[src/rtl/clock_pkg.sv]
// Shared mode encodings and BCD limits for the clock display controller.
package clock_pkg;

    typedef enum logic [1:0] {
        MODE_RUN     = 2'd0,
        MODE_SET_HR  = 2'd1,
        MODE_SET_MIN = 2'd2
    } mode_e;

    localparam int         DIGIT_W   = 4;
    localparam logic [7:0] SEC_MAX   = 8'h59;
    localparam logic [7:0] MIN_MAX   = 8'h59;
    localparam logic [7:0] HR_MIN_24 = 8'h00;
    localparam logic [7:0] HR_MAX_24 = 8'h23;
    localparam logic [7:0] HR_MAX_12 = 8'h12;
    localparam logic [7:0] HR_MIN_12 = 8'h01;

endpackage

[src/rtl/bcd_mod_counter.sv]
// Two-digit BCD counter running MIN_VAL..MAX_VAL with wrap strobe.
module bcd_mod_counter
    import clock_pkg::*;
#(
    parameter logic [7:0] MIN_VAL = 8'h00,
    parameter logic [7:0] MAX_VAL = 8'h59,
    parameter logic [7:0] RST_VAL = 8'h00
) (
    input  logic       clk,
    input  logic       rst_n,
    input  logic       inc,
    input  logic       load,
    output logic [7:0] value,
    output logic       wrap
);

    logic [DIGIT_W-1:0] ones;
    logic [DIGIT_W-1:0] tens;
    logic [7:0]         nxt;

    assign ones = value[DIGIT_W-1:0];
    assign tens = value[7:DIGIT_W];
    assign wrap = inc && (value == MAX_VAL);

    always_comb begin
        nxt = value;
        if (value == MAX_VAL)
            nxt = MIN_VAL;
        else if (ones == 4'd9)
            nxt = {tens + 4'd1, 4'd0};
        else
            nxt = {tens, ones + 4'd1};
    end

    always_ff @(posedge clk) begin
        if (!rst_n)
            value <= RST_VAL;
        else if (load)
            value <= MIN_VAL;
        else if (inc)
            value <= nxt;
    end

endmodule

[src/rtl/clock_display_ctrl.sv]
// BCD timekeeper with hour/minute set mode feeding the 4-digit display mux.
module clock_display_ctrl
    import clock_pkg::*;
#(
    parameter bit TWELVE_HR    = 1'b0,
    parameter bit BLANK_ON_SET = 1'b1
) (
    input  logic        clk,
    input  logic        rst_n,
    input  logic        tick_1hz,
    input  logic        tick_blink,
    input  logic        btn_mode,
    input  logic        btn_inc,
    output logic [15:0] bcd,
    output logic [3:0]  digit_blank,
    output logic        colon,
    output logic [1:0]  mode,
    output logic [7:0]  sec_bcd
);

    localparam logic [7:0] HR_LO  = TWELVE_HR ? HR_MIN_12 : HR_MIN_24;
    localparam logic [7:0] HR_HI  = TWELVE_HR ? HR_MAX_12 : HR_MAX_24;
    localparam logic [7:0] HR_RST = TWELVE_HR ? HR_MAX_12 : HR_MIN_24;

    mode_e      state;
    mode_e      state_nxt;
    logic       blink_phase;
    logic [7:0] min_bcd;
    logic [7:0] hr_bcd;
    logic       sec_wrap;
    logic       min_wrap;
    logic       unused_day_wrap;
    logic       edit_inc;
    logic       sec_inc;
    logic       min_inc;
    logic       hr_inc;
    logic       sec_clr;

    // A mode press swallows a coincident increment press.
    assign edit_inc = btn_inc && !btn_mode;
    assign sec_inc  = (state == MODE_RUN) && tick_1hz;
    assign min_inc  = ((state == MODE_RUN) && sec_wrap)
                   || ((state == MODE_SET_MIN) && edit_inc);
    assign hr_inc   = ((state == MODE_RUN) && min_wrap)
                   || ((state == MODE_SET_HR) && edit_inc);
    assign sec_clr  = (state == MODE_SET_MIN) && btn_mode;

    bcd_mod_counter #(
        .MIN_VAL (8'h00),
        .MAX_VAL (SEC_MAX),
        .RST_VAL (8'h00)
    ) u_sec (
        .clk   (clk),
        .rst_n (rst_n),
        .inc   (sec_inc),
        .load  (sec_clr),
        .value (sec_bcd),
        .wrap  (sec_wrap)
    );

    bcd_mod_counter #(
        .MIN_VAL (8'h00),
        .MAX_VAL (MIN_MAX),
        .RST_VAL (8'h00)
    ) u_min (
        .clk   (clk),
        .rst_n (rst_n),
        .inc   (min_inc),
        .load  (1'b0),
        .value (min_bcd),
        .wrap  (min_wrap)
    );

    bcd_mod_counter #(
        .MIN_VAL (HR_LO),
        .MAX_VAL (HR_HI),
        .RST_VAL (HR_RST)
    ) u_hr (
        .clk   (clk),
        .rst_n (rst_n),
        .inc   (hr_inc),
        .load  (1'b0),
        .value (hr_bcd),
        .wrap  (unused_day_wrap)
    );

    always_comb begin
        state_nxt = MODE_RUN;
        case (state)
            MODE_RUN:     state_nxt = btn_mode ? MODE_SET_HR  : MODE_RUN;
            MODE_SET_HR:  state_nxt = btn_mode ? MODE_SET_MIN : MODE_SET_HR;
            MODE_SET_MIN: state_nxt = btn_mode ? MODE_RUN     : MODE_SET_MIN;
            default:      state_nxt = MODE_RUN;
        endcase
    end

    // Blink restarts visible on every mode change.
    always_ff @(posedge clk) begin
        if (!rst_n) begin
            state       <= MODE_RUN;
            blink_phase <= 1'b0;
        end else begin
            state <= state_nxt;
            if (state_nxt != state)
                blink_phase <= 1'b0;
            else if (tick_blink)
                blink_phase <= !blink_phase;
        end
    end

    always_comb begin
        digit_blank = 4'b0000;
        colon       = !sec_bcd[0];
        case (state)
            MODE_SET_HR: begin
                colon = 1'b1;
                if (BLANK_ON_SET && blink_phase)
                    digit_blank = 4'b1100;
            end
            MODE_SET_MIN: begin
                colon = 1'b1;
                if (BLANK_ON_SET && blink_phase)
                    digit_blank = 4'b0011;
            end
            default: ;
        endcase
    end

    assign bcd  = {hr_bcd, min_bcd};
    assign mode = state;

endmodule

[config.mk]
export PLATFORM = sky130hd
export DESIGN_NAME = clock_display_ctrl
export DESIGN_NICKNAME = d
export VERILOG_FILES = /design/src/rtl/clock_pkg.sv /design/src/rtl/bcd_mod_counter.sv /design/src/rtl/clock_display_ctrl.sv
export SDC_FILE = /design/constraint.sdc
export NUM_CORES = 1
export LEC_CHECK = 0
export BUFFER_PORTS_ARGS = -buffer_cell sky130_fd_sc_hd__buf_2
export CAP_MARGIN = 20
export CORE_UTILIZATION = 45
export CTS_CLUSTER_SIZE = 12
export DETAILED_ROUTE_END_ITERATION = 8
export PLACE_DENSITY = 0.72
export SLEW_MARGIN = 20
export SYNTH_ARGS = -nofsm -noshare
export SYNTH_HDL_FRONTEND = slang
export SYNTH_HIERARCHICAL = 1
export SYNTH_SLANG_ARGS = --single-unit
[constraint.sdc]
create_clock -name clk -period 6.39 [get_ports clk]
set_input_delay 0.3195 -clock clk [delete_from_list [all_inputs] [get_ports clk]]
set_output_delay 0.3195 -clock clk [all_outputs]
set_load 0.01 [all_outputs]
==> qor.csv <==
stage,metric,value,unit
clock_tree,total CTS buffers,3,
layout,Antenna diodes,0,
placed_design,Placer Congestion,0.757,
setup_path,R2R Path Start,mode[1]$_SDFF_PN0_,
global_route,vias in the first global route,1079,
routing,1st-iter DRT viols,67,
floorplan,die height,60.9,um
status,outcome,"finished, final reports clean",
floorplan,core outline area,3340,um2
placed_design,dpl cells,251,
synth,"Avg Cell Area, Syn",9.17,um2
power_and_ir_drop,clock power share,25.5,%
routing,wire per inst,11.4,um
layout,Syn-to-layout area delta,15.2,%
power_and_ir_drop,Worst VDD drop,0.000107,V
job,max-cap violations,0,
setup_path,R2R setup slack,3.22,ns
timing,Final period util,49.7,%
floorplan,Initial Utilization,46.7,%
power_and_ir_drop,Sw Share,25.5,%
setup_path,crit path capture type,flip-flop,
layout,Final Util,53.8,%
global_route,total global-route track usage,17.2,%
placed_design,Buffers on Ports,36,
layout,area of the multi-input gates,943,um2
min_path,Hold Path Cell Cnt,2,
power_and_ir_drop,Pwr Density,157,nW/um2
clock_tree,H-tree levels,1,
timing,RSZ-0062 raised after global routing,false,
timing,Final Hold Viols,0,
power_and_ir_drop,total power,0.282,mW
synth,Mapped Area,1560,um2
setup_path,critical path peak fanout,7,
timing,Layout Skew,0.00525,ns
global_route,initial antenna violation count,0,
timing,achievable frequency,315,MHz
routing,Routed Antenna Nets,0,
power_and_ir_drop,leakage,0.828,nW
routing,final wirelength,2.90,mm
power_and_ir_drop,Pint,0.210,mW
min_path,hold worst-path end,mode[1]$_SDFF_PN0_,
floorplan,Die W,60.9,um
min_path,Hold Path Class,in2reg,
layout,storage element area,541,um2
clock_tree,CTS resizes,0,
clock_tree,CTS Sinks,27,
setup_path,FF-to-FF End,u_hr/value[7]$_SDFFE_PP0P_,
layout,"most common cell after layout, fill and taps aside",buf_2,
timing,total negative slack,0,ns
timing,Period minus WS final,3.17,ns
routing,DR pass1 iterations,4,
clock_tree,latest clock arrival within the worst-skew pair,0.31,ns
setup_path,"Arr. time, crit path",3.43,ns
setup_path,startpoint types,flip-flop,
global_route,grt ovf,0,
synth,Gate Count Post-Synth,170,
power_and_ir_drop,switching power,0.0719,mW
layout,Layout Nets,232,
routing,Vias,1298,
routing,DRC Markers,0,
global_route,global-route wire length before repair,4.80,mm
layout,"commonest cells after routing, fill and taps aside","buf_2, dfxtp_1, ha_1, inv_1",
clock_tree,Worst-path clk slew,0.14,ns
power_and_ir_drop,Reg power frac,62.6,%
floorplan,Site Rows,21,
placed_design,Final HPWL DP,2.23,mm
setup_path,WP data required,6.64,ns
clock_tree,# Post-CTS Setup Buffers,0,
timing,Slew Limit Fails,0,
global_route,largest net degree at the start of global routing,15,
layout,fillers,318,
floorplan,Die Footprint,3700,um2
setup_path,Crit Path Class,reg2reg,
layout,Finished Layout Cells,255,
clock_tree,Hold Buf Count CTS,0,
power_and_ir_drop,Gate power share,11.9,%
routing,Vias/cell,5.09,
timing,final setup fails,0,
floorplan,I/O pin count,37,
synth,Syn. warnings,6,
clock_tree,clk buf depth,2,
setup_path,R2R depth,12,
layout,share of layout cells above drive strength 1,21.5,%
clock_tree,clock root buffer master,clkbuf_4,
min_path,Hold Startpoint,rst_n,
clock_tree,CTS tree,yes,
## registers in the layout, summed over array words and instances, names as in the netlist
signal and cells:
mode 2, u_min/value 8, u_sec/value 8, blink_phase 1
u_hr/value 8
## worst max path at each step
stage | to | slack (ns) | cells after the start | from
finish | u_hr/value[7]$_SDFFE_PP0P_ | 3.22 | 12 | mode[1]$_SDFF_PN0_
global route | u_hr/value[7]$_SDFFE_PP0P_ | 2.82 | 12 | mode[1]$_SDFF_PN0_
CTS | u_hr/value[7]$_SDFFE_PP0P_ | 3.19 | 12 | mode[1]$_SDFF_PN0_
detailed placement | u_hr/value[7]$_SDFFE_PP0P_ | 3.22 | 12 | mode[1]$_SDFF_PN0_
global placement | u_hr/value[7]$_SDFFE_PP0P_ | 3.38 | 12 | mode[1]$_SDFF_PN0_
floorplan | u_hr/value[7]$_SDFFE_PP0P_ | 3.71 | 14 | mode[1]$_SDFF_PN0_
## layout make-up
class | count | share of cell area, %
tap | 46 | 3.20
sequential | 27 | 30.1
clock buffer | 4 | 1.46
inverter | 13 | 2.72
timing repair buffer | 36 | 10.0
multi-input combinational | 129 | 52.5
## power by group through the flow
stage	sequential [mW]	clock [mW]	combinational, mW
3_3_place_gp	0.180	0	0.0334
5_1_grt	0.178	0.0836	0.0377
2_1_floorplan	0.181	0	0.0231
6_report	0.177	0.0719	0.0336
3_5_place_dp	0.180	0	0.0335
4_1_cts	0.177	0.0778	0.0338
## metrics by stage
step / hold slack [ns] / setup WS, ns / cell area, um2
finish: 0.317 / 3.22 / 1800
global route: 0.301 / 2.82 / 1800
CTS: 0.301 / 3.19 / 1800
detailed placement: 0.499 / 3.22 / 1770
global placement: 0.486 / 3.38 / 1770
floorplan: 0.448 / 3.71 / 1570
## critical path, cell delays in order (launching register included)
cell      delay (ns)
dfxtp_1         0.37
inv_1           0.11
ha_1            0.23
and2_1          0.33
nand4b_4        0.18
nor2_1          0.14
a22o_1          0.33
nand4b_4        0.17
nor2_1          0.14
a22o_1          0.26
nand4b_1        0.28
or3_1           0.42
a21oi_1         0.14
## layer usage
layer	vias to the layer above	wire length, um	part of all wire, %	GRT usage, %
li1	680	-	-	-
met1	582	1530	53	25.0
met2	34	1230	43	25.0
met3	2	112	3.9	3.20
met4	0	23	0.79	6.82
met5	-	0	0	0
Note: power is estimated with default switching activity, not from simulation.
